### src/rtl/hazard_control_unit.sv
// Pipeline hazard controller: stall/flush strobes, PC write/redirect,
// halt tracking and saturating performance counters.
module hazard_control_unit #(
    parameter int WORD_SIZE = 16,
    parameter int CNT_WIDTH = 16
) (
    input  logic                 clk,
    input  logic                 reset_n,
    input  logic [1:0]           rs_ID,
    input  logic [1:0]           rt_ID,
    input  logic                 uses_rs_ID,
    input  logic                 uses_rt_ID,
    input  logic [1:0]           dest_EX,
    input  logic                 RegWrite_EX,
    input  logic                 d_readM_EX,
    input  logic                 mispredict_EX,
    input  logic [WORD_SIZE-1:0] actual_pc_EX,
    input  logic                 i_mem_req,
    input  logic                 i_mem_ready,
    input  logic                 d_mem_req,
    input  logic                 d_mem_ready,
    input  logic                 is_halted_WB,
    output logic                 pc_write,
    output logic                 redirect_en,
    output logic [WORD_SIZE-1:0] redirect_pc,
    output logic                 stall_IF_ID,
    output logic                 stall_ID_EX,
    output logic                 stall_EX_MEM,
    output logic                 flush_IF_ID,
    output logic                 flush_ID_EX,
    output logic                 halted,
    output logic [CNT_WIDTH-1:0] stall_cycles,
    output logic [CNT_WIDTH-1:0] flush_count
);

    typedef enum logic [1:0] {
        RUN    = 2'd0,
        IWAIT  = 2'd1,
        DWAIT  = 2'd2,
        HALTED = 2'd3
    } state_t;

    state_t               state, state_nx, eff;
    logic                 pend, pend_nx;
    logic [WORD_SIZE-1:0] pend_pc, pend_pc_nx;
    logic                 flush_inc;
    logic                 load_use, i_wait, d_wait;

    assign load_use = d_readM_EX & RegWrite_EX &
                      ((uses_rs_ID & (rs_ID == dest_EX)) |
                       (uses_rt_ID & (rt_ID == dest_EX)));
    assign i_wait   = i_mem_req & ~i_mem_ready;
    assign d_wait   = d_mem_req & ~d_mem_ready;

    // A completing data wait is handled exactly like RUN in the same cycle.
    assign eff = (state == DWAIT && d_mem_ready) ? RUN : state;

    always_ff @(posedge clk or negedge reset_n) begin
        if (!reset_n) begin
            state        <= RUN;
            pend         <= 1'b0;
            pend_pc      <= '0;
            stall_cycles <= '0;
            flush_count  <= '0;
        end else begin
            state   <= state_nx;
            pend    <= pend_nx;
            pend_pc <= pend_pc_nx;
            if (state != HALTED && !pc_write && stall_cycles != '1)
                stall_cycles <= stall_cycles + 1'b1;
            if (flush_inc && flush_count != '1)
                flush_count <= flush_count + 1'b1;
        end
    end

    always_comb begin
        state_nx   = eff;
        pend_nx    = pend;
        pend_pc_nx = pend_pc;
        flush_inc  = 1'b0;
        unique case (eff)
            RUN: begin
                if (is_halted_WB) begin
                    state_nx = HALTED;
                end else if (d_wait) begin
                    state_nx = DWAIT;
                end else if (mispredict_EX) begin
                    flush_inc = 1'b1;
                    if (i_wait) begin
                        pend_nx    = 1'b1;
                        pend_pc_nx = actual_pc_EX;
                        state_nx   = IWAIT;
                    end
                end else if (!load_use && i_wait) begin
                    state_nx = IWAIT;
                end
            end
            IWAIT: begin
                // The fetch is only retired when IF/ID is free to take it.
                if (is_halted_WB) begin
                    state_nx = HALTED;
                    pend_nx  = 1'b0;
                end else if (d_wait) begin
                    state_nx = IWAIT;
                end else if (mispredict_EX) begin
                    flush_inc = 1'b1;
                    if (i_mem_ready) begin
                        state_nx = RUN;
                        pend_nx  = 1'b0;
                    end else begin
                        pend_nx    = 1'b1;
                        pend_pc_nx = actual_pc_EX;
                    end
                end else if (!load_use && i_mem_ready) begin
                    state_nx = RUN;
                    pend_nx  = 1'b0;
                end
            end
            DWAIT:  state_nx = DWAIT;
            HALTED: state_nx = HALTED;
        endcase
    end

    always_comb begin
        pc_write     = 1'b0;
        redirect_en  = 1'b0;
        redirect_pc  = pend_pc;
        stall_IF_ID  = 1'b0;
        stall_ID_EX  = 1'b0;
        stall_EX_MEM = 1'b0;
        flush_IF_ID  = 1'b0;
        flush_ID_EX  = 1'b0;
        halted       = (state == HALTED);
        unique case (eff)
            RUN: begin
                if (is_halted_WB || d_wait) begin
                    {stall_IF_ID, stall_ID_EX, stall_EX_MEM} = 3'b111;
                end else if (mispredict_EX) begin
                    pc_write    = 1'b1;
                    redirect_en = 1'b1;
                    redirect_pc = actual_pc_EX;
                    flush_IF_ID = 1'b1;
                    flush_ID_EX = 1'b1;
                end else if (load_use) begin
                    stall_IF_ID = 1'b1;
                    flush_ID_EX = 1'b1;
                end else if (i_wait) begin
                    flush_IF_ID = 1'b1;
                end else begin
                    pc_write = 1'b1;
                end
            end
            IWAIT: begin
                if (is_halted_WB || d_wait) begin
                    {stall_IF_ID, stall_ID_EX, stall_EX_MEM} = 3'b111;
                end else if (mispredict_EX) begin
                    flush_IF_ID = 1'b1;
                    flush_ID_EX = 1'b1;
                    if (i_mem_ready) begin
                        pc_write    = 1'b1;
                        redirect_en = 1'b1;
                        redirect_pc = actual_pc_EX;
                    end
                end else if (load_use) begin
                    stall_IF_ID = 1'b1;
                    flush_ID_EX = 1'b1;
                end else if (i_mem_ready) begin
                    pc_write    = 1'b1;
                    redirect_en = pend;
                    flush_IF_ID = pend;
                end else begin
                    flush_IF_ID = 1'b1;
                end
            end
            DWAIT, HALTED: begin
                {stall_IF_ID, stall_ID_EX, stall_EX_MEM} = 3'b111;
            end
        endcase
        if (!reset_n) begin
            pc_write     = 1'b0;
            redirect_en  = 1'b0;
            stall_IF_ID  = 1'b0;
            stall_ID_EX  = 1'b0;
            stall_EX_MEM = 1'b0;
            flush_IF_ID  = 1'b1;
            flush_ID_EX  = 1'b1;
            halted       = 1'b0;
        end
    end

endmodule
### config.mk
export PLATFORM = sky130hd
export DESIGN_NAME = hazard_control_unit
export DESIGN_NICKNAME = d
export VERILOG_FILES = /design/src/rtl/hazard_control_unit.sv
export SDC_FILE = /design/constraint.sdc
export NUM_CORES = 1
export LEC_CHECK = 0
export CORE_MARGIN = 5
export CORE_UTILIZATION = 35
export CTS_CLUSTER_DIAMETER = 60
export DETAILED_ROUTE_END_ITERATION = 16
export PLACE_DENSITY = 0.61
export SYNTH_ARGS = -nofsm -noshare
export SYNTH_HDL_FRONTEND = slang
export SYNTH_SLANG_ARGS = --single-unit
### constraint.sdc
create_clock -name clk -period 2.1 [get_ports clk]
set_clock_uncertainty 0.05 [all_clocks]
set_input_delay 0.42 -clock clk [delete_from_list [all_inputs] [get_ports clk]]
set_output_delay 0.42 -clock clk [all_outputs]
set_load 0.05 [all_outputs]
### After elaboration in Yosys (flattened, before gate mapping)

Index checks and enable logic that the tools add are counted.

| word-level totals | value |
|---|---|
| register bits | 51 |
| memory bits (read-only) | 0 |
| bits in writable memories | 0 |
| latch bits | 0 |
| memories kept | 0 |

| cells by class | value |
|---|---|
| $mul | 0 |
| order comparisons | 0 |
| multiplexer cells | 81 |
| div/mod/pow operators | 0 |
| $add $sub $neg | 2 |
| equality and inequality tests | 20 |
| reduce and logical (&&, ||, !) cells | 15 |
| shifts and indexed selects | 0 |
| bitwise operators | 9 |

Operator list:

| cell | number |
|---|---|
| 16-bit two-way mux | 13 |
| 16-bit case mux with 2 select lines | 2 |
| 1-bit two-way mux | 48 |
| 16-bit by 1-bit adder with 16-bit output (second input constant) | 2 |
| 16-bit != test (second input constant) | 2 |
| 2-bit two-way mux | 11 |
| 2-bit != test (second input constant) | 9 |
| 1-bit case mux with 2 select lines | 6 |
| 9-bit AND reduction | 1 |
| 2-bit equality test (second input constant) | 4 |
| 2-bit case mux with 4 select lines | 1 |
| 7-bit AND reduction | 1 |
| 1-bit AND | 6 |
| 1-bit logical AND | 6 |
| 2-bit equality test | 2 |
| 4-bit != test (second input constant) | 1 |
| 2-bit OR reduction | 2 |
| 3-bit != test (second input constant) | 1 |
| 2-bit by 1-bit equality test with 1-bit output (second input constant) | 1 |
| 1-bit zero test | 2 |
| 2-bit zero test | 1 |
| 1-bit inverter | 2 |
| 2-bit nonzero test | 1 |
| 1-bit logical OR | 1 |
| 1-bit bitwise OR | 1 |

### Logic depth before layout (Yosys ltp)

| logic depth | value |
|---|---|
| depth after elaboration | 12 |
| mapped depth | 7 |
| depth with buffers taken out | 6 |

### Worst setup path before layout

No wires, ideal clock.

| path | value |
|---|---|
| path type | flip-flop to output port |
| start | reg state[0] |
| end | out redirect_pc[10] |
| slack | -0.690 ns |
| required time | 1.630 ns |
| arrival | 2.320 ns |
| stages on the path, launching flop included | 8 |
| path through | dfrtp_1 -> buf_6 -> nand2b_1 -> nand2_1 -> buf_2 -> buf_2 -> nand2_1 -> o21ai_0 |

| between the ends | value |
|---|---|
| cells in the longest elaborated chain, start to end | 5 |

Ends and longest elaborated chain:

| item | RTL line | RTL |
|---|---|---|
| start: declaration | 43 | `state_t state, state_nx, eff;` |
| start signal: assignment | 66 | `state <= state_nx;` |
| 2-bit equality test | 56 | `assign eff = (state == DWAIT && d_mem_ready) ? RUN : state;` |
| 1-bit logical AND | 56 |  |
| 2-bit two-way mux (*) | 56 |  |
| 2-bit by 1-bit equality test with 1-bit output / 2-bit zero test (equally long branches) | 134 | `unique case (eff)` |
| 16-bit case mux with 2 select lines (*) | 134 |  |
| end: declaration | 25 | `output logic [WORD_SIZE-1:0] redirect_pc,` |

Mark *: on every way between the ends. The rest lies on a longest branch, timed or not.

### Worst setup path in the final report

| path | value |
|---|---|
| start | reg state[1] |
| end | out redirect_pc[14] |

Same word-level chain as after synthesis.

==> impl_metrics.csv <==
group,metric,value,unit
timing,rsz0062_at_grt,"yes",
critical_path,crit_required,1.63,ns
drt,drt_iter0_drc,103,
critical_path,crit_path_top_delay_cell,"dfrtp_2",
logic_synthesis,ys_seq_area_frac,0.421,
logic_synthesis,yosys_warnings,0,
logic_synthesis,syn_avg_cell_area,10.2,um^2
clock_tree,cts_tree,"built",
die,placementRows,34,
clock_tree,htree_levels,2,
logic_synthesis,synth_area,3030,um^2
die,die_width,103,um
die,die-area,10600,um^2
critical_path,crit_family,"flip-flops",
logic_synthesis,synth_nets,332,
critical_path,reg2reg_from,"state[1]$_DFF_PN0_",
critical_path,start_kind,"flip-flop",
drt,antenna_left,0,
logic_synthesis,netlist_instances,296,
global_routing,grt_pass1_wl,16.2,mm
critical_path,crit_type,"flip-flop to output pin",
logic_synthesis,synth-edff-count,0,
timing,max_slew_margin,0.651,
logic_synthesis,yosysUniqueCellTypes,52,
global_routing,grt_usage,0.195,
layout,diodes,0,
critical_path,ff2ff_setup_slack,0.06,ns
logic_synthesis,yosysTopAreaCell,"dfrtp_1",
outcome,violations,"setup timing",
global_routing,grt_pass1_vias,3204,
logic_synthesis,synth_top_flop_cell,"dfrtp_1",
clock_tree,clk_pin_slew_worst_paths,0.10,ns
critical_path,critPathArrivalTime,1.76,ns
timing,fmax,449,MHz
timing,period_share,1.06,
die,boundaryPins,90,
logic_synthesis,synth_top_cell_area_share,0.421,
critical_path,endpoint_kind,"output pin",
logic_synthesis,synth.most_common_cell,"dfrtp_1",
placed_design,port_buffers,89,
critical_path,critPathMaxStageDelay,0.49,ns
layout,syn2layout_area_growth,88.0,%
layout,nNetsFinal,503,
drt,vias,2939,
placed_design,gp_congestion,0.912,
logic_synthesis,synth.top_cells.by_count,"dfrtp_1 (51), nand2_1 (47), o21ai_0 (20), xnor2_1 (20)",
clock_tree,numCtsBuffers,5,
job,cap_violations,0,
power,ir_drop,0.547,mV
die,core_area,8590,um^2
power,leakage,2.65,nW
timing,hold-worst-slack,0.175,ns
critical_path,critPathMaxFanout,8,
clock_tree,clockBufferDepth,2,
die,die_y,103,um
drt,drc,0,
logic_synthesis,synth_area_leaders,"dfrtp_1 (42%), nand2_1 (5.8%), xnor2_1 (5.8%)",
logic_synthesis,async_flop_share,1.00,
global_routing,grt_max_degree,18,
logic_synthesis,ys_ff_latch,51,
layout,fin_cells,575,
layout,fillers,637,
timing,min_period,2.23,ns
critical_path,reg2reg_depth,8,
layout,drive_gt1_frac,0.497,
timing,finalSetupViolations,23,
critical_path,crit_chain,"o21bai_4 > nand3_4 > buf_6 > buf_16 > nand2_1 > o21ai_4 > buf_12",
timing,tightest_slew,0.522,ns
drt,via_per_inst,5.11,
timing,hold_viol,0,
drt,wl,9.95,mm
power,powerDensity,816,nW/um^2
critical_path,reg2reg_to,"stall_cycles[1]$_DFFE_PN0P_",
global_routing,antenna_found_initial,0,
clock_tree,clk_latency,0.30,ns
critical_path,crit_buf_inv,3,
placed_design,place_inst,529,
clock_tree,clock_sinks,51,
timing,fin_ws,-0.128,ns
global_routing,grt.overflow.total,0,
placed_design,place_ws,-0.360,ns
die,initial_utilization,0.353,
hold_path,hold_path.class,"primary input to asynchronous set/reset pin",
outcome,status,"complete, but fails checks",
timing,slew_violations,0,
drt,first_pass_iters,4,
clock_tree,root_buffer,"clkbuf_8",
placed_design,hpwl,6.43,mm
timing,fin_tns_setup,-1.88,ns
drt,wire_per_inst,17.3,um
## sequential cells by signal, summed over array words and instances (netlist names)
register	cells
flush_count	16
state	2
pend	1
stall_cycles	16
pend_pc	16
## per-stage QoR
step / power (mW) / util / instance area (um^2)
floorplan: 2.58 / - / 3140
global placement: 3.69 / 0.547 / 4700
detailed placement: 3.72 / 0.547 / 4700
CTS: 4.63 / 0.644 / 5540
global route: 4.84 / 0.664 / 5700
finish: 4.65 / 0.664 / 5700
## power breakdown
group | internal, mW | switching [mW]
combinational | 1.24 | 1.35
clock | 0.349 | 0.330
sequential | 1.20 | 0.190
## layer usage
layer,track usage,wire length (um),share of wire,vias to the layer above
met3,0.0467,548,0.055,19
li1,-,-,-,1400
met4,0.0608,216,0.022,0
met1,0.240,4010,0.40,1431
met2,0.336,5170,0.52,89
met5,0,0,0,-
## layout make-up
class                      instances  area [um^2]  share of cell area
sequential                        51         1280               0.224
tap                              108          135              0.0237
multi-input combinational        225         2180               0.382
clock inverter                     2         37.5             0.00658
timing repair buffer             178         1980               0.348
clock buffer                       5         68.8              0.0121
inverter                           6         22.5             0.00395
## logic make-up after synthesis
kind of cell,synth area share
compound gates,0.147
xor+xnor,0.0953
fa+ha+maj,0.00825
buf+inv,0.0413
flops,0.421
mux,0.0780
simple gates,0.209
## how the worst max path moves through the flow
stage,start,to,slack (ns),depth (start not counted)
after floorplan,state[1]$_DFF_PN0_,redirect_pc[10],-0.11,5
final,state[1]$_DFF_PN0_,redirect_pc[14],-0.13,7
after CTS,state[1]$_DFF_PN0_,flush_IF_ID,-0.14,7
after global placement,d_mem_req,redirect_en,-0.32,6
after global routing,state[1]$_DFF_PN0_,redirect_pc[14],-0.19,7
after detailed placement,d_readM_EX,redirect_en,-0.36,7
## layout by cell type, fill, tap and decap left out, types with 3 or more instances in the layout
cell type and count:
buf_12 28, and3_4 4, xnor2_2 3, and2_1 3, inv_1 4, nand4_1 5
xnor2_1 16, dfrtp_2 3, dlygate4sd2_1 6, dlymetal6s2s_1 9, nand3_1 9, buf_4 69
and3_1 10, o2111ai_2 6, nand2_1 23, nor4_1 6, clkdlybuf4s50_1 36, nand2_2 16
buf_16 5, buf_2 6, o211ai_2 8, buf_6 12, nor3_1 4, clkdlybuf4s15_1 5
nand2_4 8, o21ai_4 17, dfrtp_1 48, xor2_1 13, mux2_4 10, clkbuf_8 5
nor2_1 8, mux2_1 8
## worst reg2reg max path: stages, from the launching register on
cell and delay (ns):
dfrtp_2 0.49, o21bai_4 0.20, buf_6 0.13, o2111a_1 0.21, o211ai_4 0.10, buf_4 0.15, buf_4 0.14, o21ai_4 0.15
mux2_4 0.31
## what timing repair did
action | CTS | global route
cloned | 5 | 0
setup buffers | 30 | 5
pin swaps | 28 | 13
gates resized for setup | 119 | 38
hold buffers | 1 | 0
setup endpoints to repair | 23 | 38
endpoints found under the hold margin | 1 | 0
Note: power is estimated with default switching activity, not from simulation.
